**config.mk**
```make
export PLATFORM = sky130hd
export DESIGN_NAME = shift_in_reg
export DESIGN_NICKNAME = d
export VERILOG_FILES = /design/src/rtl/shift_in_reg.sv
export SDC_FILE = /design/constraint.sdc
export NUM_CORES = 1
export LEC_CHECK = 0
export BUFFER_PORTS_ARGS = -buffer_cell sky130_fd_sc_hd__buf_2
export CELL_PAD_IN_SITES_DETAIL_PLACEMENT = 0
export CELL_PAD_IN_SITES_GLOBAL_PLACEMENT = 1
export CORE_AREA = 4 4 41 43
export CTS_BUF_LIST = sky130_fd_sc_hd__clkbuf_4
export DETAILED_ROUTE_END_ITERATION = 16
export DIE_AREA = 0 0 45 47
export PLACE_DENSITY_LB_ADDON = 0.12
export SYNTH_ARGS = -nofsm -noshare
export SYNTH_HDL_FRONTEND = slang
export SYNTH_SLANG_ARGS = --single-unit
```
**constraint.sdc**
```tcl
create_clock -name clk -period 1 [get_ports clk]
set_input_delay 0.05 -clock clk [delete_from_list [all_inputs] [get_ports clk]]
set_output_delay 0.05 -clock clk [all_outputs]
set_load 0.02 [all_outputs]
```
**src/rtl/shift_in_reg.sv**
```systemverilog
// -----------------------------------------------------------------------------
// shift_in_reg
//   Serial-in / parallel-out shift register. Bits enter at the MSB and move
//   toward the LSB, so after Width shifts the first bit received sits at
//   bit 0. The UART receiver feeds it one sampled line bit per bit period and
//   reads the whole frame from parallel_output.
//
// Parameters
//   Width      : number of register bits (>= 1)
//   ResetValue : fill value loaded into every bit on reset
//
// Ports
//   clk             in   clock, all state changes on the rising edge
//   rst             in   synchronous active-low reset, overrides enable
//   enable          in   one shift per rising edge while high
//   serial_in       in   bit inserted at the MSB on a shift
//   serial_out      out  current bit 0, the bit the next shift discards
//   parallel_output out  current register contents
// -----------------------------------------------------------------------------
module shift_in_reg #(
  parameter int unsigned Width      = 8,
  parameter logic        ResetValue = 1'b0
) (
  input  logic             clk,
  input  logic             rst,
  input  logic             enable,
  input  logic             serial_in,
  output logic             serial_out,
  output logic [Width-1:0] parallel_output
);

  if (Width < 1) begin : g_width_check
    $error("shift_in_reg: Width must be at least 1");
  end

  logic [Width-1:0] reg_q;
  logic [Width-1:0] reg_d;
  logic [Width-1:0] shifted;

  // A one-bit register has no lower slice to carry along; the new bit simply
  // replaces the old one.
  if (Width == 1) begin : g_shift_single
    assign shifted = serial_in;
  end else begin : g_shift_multi
    assign shifted = {serial_in, reg_q[Width-1:1]};
  end

  always_comb begin
    reg_d = reg_q;
    if (enable) begin
      reg_d = shifted;
    end
  end

  // NOTE: state registers use non-blocking assignments so every flop samples
  // its inputs from before the edge, independent of block ordering.
  always_ff @(posedge clk) begin
    if (!rst) begin
      reg_q <= {Width{ResetValue}};
    end else begin
      reg_q <= reg_d;
    end
  end

  assign parallel_output = reg_q;
  assign serial_out      = reg_q[0];

endmodule

```
# --- Yosys cells after proc, flatten, opt, wreduce, memory -nomap -nowiden ---
# Index checks and enable logic that the tools add are counted.
# W data, S select, Z words.
word_totals:
  regBits: 8
  input_bits: 4
  elab_cells: 1

# --- Longest topological paths before layout ---
# Gate-level depths: netlist of the first run.
depth:
  depth_word: 0
  depth_mapped: 3
  ltp_nobuf: 2

# --- Least setup slack after synthesis of the first run ---
# No wires, ideal clock.
synth_timing:
  path_kind: "register to register"
  startpoint: "reg reg_q[1] (netlist: parallel_output[1])"
  endpoint: "reg reg_q[0] (netlist: parallel_output[0])"
  setup_time_ns: 0.065
  t_arrival_ns: 0.630
  t_required_ns: 0.935
  slack_ns: 0.305
  path_stages_with_launch: 3
  n_path_buf: 0
  synth_period_minus_slack_ns: 0.695
  path_cell_list: "dfxtp_1 mux2i_1 nor2b_1"
synth_lines:
  columns: ["item", "line", "text"]
  rows:
  - ["from (decl)", "36", "logic [Width-1:0] reg_q;"]
  - ["from (signal assigned)", "59", "reg_q <= {Width{ResetValue}};"]
  - ["from (signal assigned)", "61", "reg_q <= reg_d;"]

# --- Worst setup path after layout of the first run ---
layout_timing:
  startpoint: "reg reg_q[2] (netlist: parallel_output[2])"
  endpoint: "out parallel_output[2]"
layout_lines:
  columns: ["item", "line", "text"]
  rows:
  - ["to (decl)", "29", "output logic [Width-1:0] parallel_output"]
# No word-level cell between the ends.

==> results of run 1 <==
## worst reg2reg max path, cell delays in order, from the launching register on
cell and delay [ns]:
dfxtp_1 0.32, mux2i_1 0.14, nor2b_1 0.06
## layout by cell type (no fill, tap or decap)
cell / synthesis / routed
buf_2: 0 / 12
dfxtp_1: 8 / 8
mux2i_1: 8 / 8
clkbuf_4: 0 / 3
nor2b_1: 8 / 8
## cells by family (layout without fill, tap and decap cells)
kind of cell  count (synthesis)  count (layout)
buf+inv                       2              15
flops                         8               8
simple gates                  8               8
mux                           8               8
## report_power, final
group / total (µW) / internal (µW) / switching (µW)
combinational: 43.1 / 21.0 / 22.1
sequential: 327 / 324 / 3.29
clock: 236 / 137 / 99.8
total: 607 / 482 / 125
## layout make-up
class / instances / area share
repair buffers: 12 / 0.153
clock buffers: 3 / 0.0575
flip-flops and latches: 8 / 0.409
well taps: 15 / 0.0479
multi-input cells: 16 / 0.332
## metrics by stage
step	hold WS [ns]	std cells	worst slack, ns	total power [µW]	cell area (µm²)
global placement	0.310	51	0.340	377	369
detailed placement	0.324	51	0.317	378	369
finish	0.0718	54	0.182	607	392
global route	0.0819	54	0.140	634	392
CTS	0.0599	54	0.159	627	392
floorplan	0.178	26	0.305	366	309
## layer usage
layer / GRT usage / vias up / routed length (µm)
met2: 0.0932 / 8 / 235
met5: 0 / - / 0
li1: - / 113 / -
met4: 0.0526 / 0 / 0
met1: 0.0550 / 94 / 236
met3: 0.0307 / 0 / 69
## worst max path at each step
stage,slack (ns),to,start,cells after the start
after floorplan,0.30,parallel_output[0]$_SDFFE_PN0P_,parallel_output[1]$_SDFFE_PN0P_,2
after global placement,0.34,parallel_output[1]$_SDFFE_PN0P_,enable,3
after detailed placement,0.32,parallel_output[3]$_SDFFE_PN0P_,enable,3
after CTS,0.16,parallel_output[2],parallel_output[2]$_SDFFE_PN0P_,1
after global routing,0.14,serial_out,parallel_output[0]$_SDFFE_PN0P_,1
final,0.18,parallel_output[2],parallel_output[2]$_SDFFE_PN0P_,1
==> run_results.csv, run 1 <==
group,metric,value,unit
status,status,"completed",
power_and_ir_drop,p_per_area,1550,mW/mm²
floorplan,die_w,45,µm
sta,rsz0062_at_grt,"false",
critical_path,critPathMaxFanout,3,
critical_path,arrival,0.77,ns
routing,wl,540,µm
synthesis,async_flop_share,0,
synthesis,synth.distinct_cells,5,
critical_path,rr_worst_depth,2,
routing,ant_nets,0,
clock_tree,clk_path_buf_depth,2,
routing,vias,215,
clock_tree,clkSinkCount,8,
synthesis,synth_area_leaders,"dfxtp_1 (52%), mux2i_1 (26%), nor2b_1 (16%), buf_6 (3.6%), buf_4 (2.4%)",
synthesis,syn_avg_cell_area,11.9,µm²
cells_and_area,fin_util,0.301,
critical_path,cp_top_family,"flip-flops",
power_and_ir_drop,cellLeakagePower,0.000194,µW
synthesis,synth-seq-cells,8,
clock_tree,cts_tree,"yes",
critical_path,crit_required,0.95,ns
synthesis,yosysTopAreaCell,"dfxtp_1",
synthesis,yosysWarnings,0,
sta,hold_viol,0,
critical_path,rrSetupSlack,0.38,ns
synthesis,synth_top_cell_area_share,0.518,
min_path,hold_path_end,"parallel_output[7]$_SDFFE_PN0P_",
critical_path,slowest_stage,"dfxtp_1",
critical_path,worstSetupEndpointType,"primary output",
synthesis,synth_xor_area_frac,0,
critical_path,max_stage_delay,0.35,ns
critical_path,path_buf_inv,1,
routing,drc,0,
synthesis,netlist_area,309,µm²
clock_tree,cts_max_level,1,
cells_and_area,multi_input_area,130,µm²
routing,drt_pass1_iterations,2,
sta,fmaxAchievable,1220,MHz
sta,relSlewSlack,0.841,
global_routing,grt_pass1_vias,210,
synthesis,yosys.area_share.simple,0.162,
floorplan,fp.dieArea,0.00212,mm²
synthesis,synthAdderAreaFrac,0,
cells_and_area,n_antenna_cell,0,
synthesis,ys_seq_area_frac,0.518,
sta,layout_min_cycle_time,0.818,ns
cells_and_area,drive_gt1_frac,0.385,
placed_design,port_buffers,12,
sta,fin_tns_setup,0,ns
job,cap_violations,0,
synthesis,synthMuxAreaShare,0.259,
clock_tree,insertion_delay,0.24,ns
critical_path,cp-start-kind,"register",
global_routing,grt_usage,0.0586,
clock_tree,post_cts_resized,0,
min_path,hold_path.startpoint,"serial_in",
floorplan,start_util,0.237,
sta,setup_viol,0,
cells_and_area,syn_to_final_growth,26.7,%
critical_path,r2r_start,"parallel_output[4]$_SDFFE_PN0P_",
floorplan,rows,13,
critical_path,critical_path.cell_chain,"buf_2",
clock_tree,cts_made_buffers,3,
critical_path,r2r-end,"parallel_output[3]$_SDFFE_PN0P_",
placed_design,gp_congestion,0.580,
routing,wire_per_inst,10.0,µm
power_and_ir_drop,peakVddDrop,473,µV
clock_tree,clkTransAtPathRegs,0.05,ns
global_routing,overflow,0,
sta,worst_slew_pin_slew,0.238,ns
cells_and_area,largest_reg_flops,8,
clock_tree,hold_buffers,0,
routing,drt_iter0_markers,2,
critical_path,worstSetupPathType,"reg2out",
floorplan,ios,13,
synthesis,synth_flop_cell,"dfxtp_1",
synthesis,mappedNetlistNets,30,
synthesis,synth_edf_count,0,
floorplan,core_area,0.00130,mm²
global_routing,antenna_found_initial,0,
cells_and_area,fillers,153,
min_path,hold_path.class,"in2reg",
cells_and_area,register_area,160,µm²
clock_tree,post-cts-setup-buffers,0,
floorplan,die_h,47,µm
global_routing,grt_max_degree,9,
sta,period_share,0.818,
synthesis,synth_compound_area_frac,0,
synthesis,synth_top_family_by_area,"multiplexers",
min_path,whs_path_depth,3,
synthesis,synth_common_cells,"dfxtp_1 (8), mux2i_1 (8), nor2b_1 (8), buf_4 (1), buf_6 (1)",
sta,final-max-slew-violation-count,0,
sta,fin_skew,0.000973,ns
global_routing,grt_pass1_wl,848,µm
clock_tree,ctsRootBufferMaster,"clkbuf_4",
synthesis,synthCells,26,
cells_and_area,nets,45,
routing,vias_per_cell,3.98,
Note: power is estimated with default switching activity, not from simulation.
==> inputs of run 2 (changes only) <==
Clock period 1 ns to 0.8 ns, I/O delays scaled along.
==> run 2 against run 1 <==
Against the previous run: final cell count is the same; clock-buffer cell count stayed put; die area unchanged; largest power group unchanged.
==> run_results.csv, run 2 (synthesized netlist as in run 1, its figures left out) <==
group,metric,value,unit
status,status,"completed",
clock_tree,cts_max_level,1,
floorplan,start_util,0.237,
cells_and_area,layout_common_cells,"mux2i_1 (8), nor2b_1 (8), dfxtp_2 (8), buf_4 (6)",
routing,wl,587,µm
power_and_ir_drop,cellLeakagePower,0.000199,µW
critical_path,critical_path.cell_chain,"buf_4",
cells_and_area,nets,45,
cells_and_area,drive_gt1_frac,0.590,
floorplan,die_h,47,µm
critical_path,crit_cells,1,
min_path,hold_path.class,"in2reg",
global_routing,gr-usage-met1,0.0801,
critical_path,r2r_start,"parallel_output[3]$_SDFFE_PN0P_",
sta,final-max-slew-violation-count,0,
routing,wire_per_inst,10.9,µm
critical_path,critPathMaxFanout,3,
power_and_ir_drop,peakVddDrop,632,µV
sta,fin_skew,0.00171,ns
critical_path,worstSetupPathType,"reg2out",
cells_and_area,fin_area,435,µm²
placed_design,port_buffers,12,
critical_path,r2r-end,"parallel_output[3]$_SDFFE_PN0P_",
critical_path,path_buf_inv,1,
critical_path,crit_end,"parallel_output[1]",
cells_and_area,fillers,158,
global_routing,grt_usage,0.0681,
sta,hold_viol,0,
floorplan,rows,13,
critical_path,max_stage_delay,0.32,ns
power_and_ir_drop,p_per_area,1760,mW/mm²
global_routing,antenna_found_initial,0,
clock_tree,post-cts-setup-buffers,0,
global_routing,grt_pass1_vias,205,
cells_and_area,largest_reg_flops,8,
critical_path,slowest_stage,"dfxtp_2",
clock_tree,insertion_delay,0.25,ns
clock_tree,clk_path_buf_depth,2,
routing,drt_iter0_markers,0,
critical_path,cp_top_family,"flip-flops",
global_routing,overflow,0,
clock_tree,ctsRootBufferMaster,"clkbuf_4",
sta,worst_slew_pin_slew,0.237,ns
routing,drc,0,
routing,drt_pass1_iterations,1,
floorplan,ios,13,
cells_and_area,n_antenna_cell,0,
cells_and_area,syn_to_final_growth,40.9,%
critical_path,cp-start-kind,"register",
job,cap_violations,0,
sta,layout_min_cycle_time,0.764,ns
floorplan,core_area,0.00130,mm²
global_routing,use_met2,0.0819,
critical_path,rr_worst_depth,2,
critical_path,arrival,0.72,ns
sta,rsz0062_at_grt,"false",
routing,vias,215,
global_routing,busiest_layer,"met2",
floorplan,fp.dieArea,0.00212,mm²
sta,fin_tns_setup,0,ns
placed_design,gp_congestion,0.624,
critical_path,worstSetupEndpointType,"primary output",
clock_tree,clkTransAtPathRegs,0.05,ns
sta,relSlewSlack,0.842,
floorplan,die_w,45,µm
clock_tree,clkSinkCount,8,
routing,vias_per_cell,3.98,
global_routing,grt_max_degree,9,
critical_path,crit_required,0.76,ns
clock_tree,cts_tree,"yes",
global_routing,grt_use_met3,0.0498,
critical_path,rrSetupSlack,0.17,ns
routing,ant_nets,0,
clock_tree,cts_made_buffers,3,
critical_path,crit_path_start,"parallel_output[1]$_SDFFE_PN0P_",
global_routing,grt_pass1_wl,931,µm
sta,setup_viol,0,
sta,fmaxAchievable,1310,MHz
sta,period_share,0.955,
placed_design,dpl_cell_area,369,µm²
## run 2: cell count changes in the layout (fill, tap and decap cells not counted)
cell     before  now
dfxtp_2       0    8
buf_4         0    6
buf_6         0    3
buf_2        12    3
dfxtp_1       8    0
## run 2: layer usage
metal,vias up,wire length (µm)
met5,-,0
met4,0,0
met3,0,62
met2,10,267
met1,94,257
li1,111,-
## run 2: timing repair
action                                  4_1_cts  5_1_grt
endpoints found under the setup margin        9        4
gates resized for setup                      16        4
pin swaps                                     0        0
endpoints found under the hold margin         0        0
hold buffers                                  0        0
## run 2: worst min path at each step
stage	start	end	cells after the start
finish	serial_in	parallel_output[7]$_SDFFE_PN0P_	3
global route	serial_in	parallel_output[7]$_SDFFE_PN0P_	3
CTS	serial_in	parallel_output[7]$_SDFFE_PN0P_	3
detailed placement	serial_in	parallel_output[7]$_SDFFE_PN0P_	3
global placement	serial_in	parallel_output[7]$_SDFFE_PN0P_	3
floorplan	rst	parallel_output[0]$_SDFFE_PN0P_	1
## run 2: area by class of cell
type	instances	area, µm²	area share
well taps	15	18.8	0.0431
clock buffers	3	22.5	0.0517
multi-input cells	16	130	0.299
flip-flops and latches	8	170	0.391
repair buffers	12	93.8	0.216
## run 2: worst register-to-register path: stages (launching register included)
cell     delay (ns)
dfxtp_2        0.33
mux2i_1        0.12
nor2b_1        0.07
## run 2: per-stage QoR
stage / utilization / cells / hold slack, ns / power (µW) / setup slack [ns]
floorplan: - / 26 / 0.168 / 458 / 0.105
global placement: 0.284 / 51 / 0.312 / 472 / 0.147
detailed placement: 0.284 / 51 / 0.309 / 472 / 0.125
CTS: 0.324 / 54 / 0.0403 / 788 / 0.00222
global route: 0.335 / 54 / 0.0657 / 812 / 0.00540
finish: 0.335 / 54 / 0.0575 / 768 / 0.0359
## run 2: power breakdown
| group | switching [µW] | internal, µW |
|---|---|---|
| registers | 5.26 | 406 |
| logic | 27.5 | 31.3 |
| clock network | 126 | 171 |
| total | 159 | 609 |
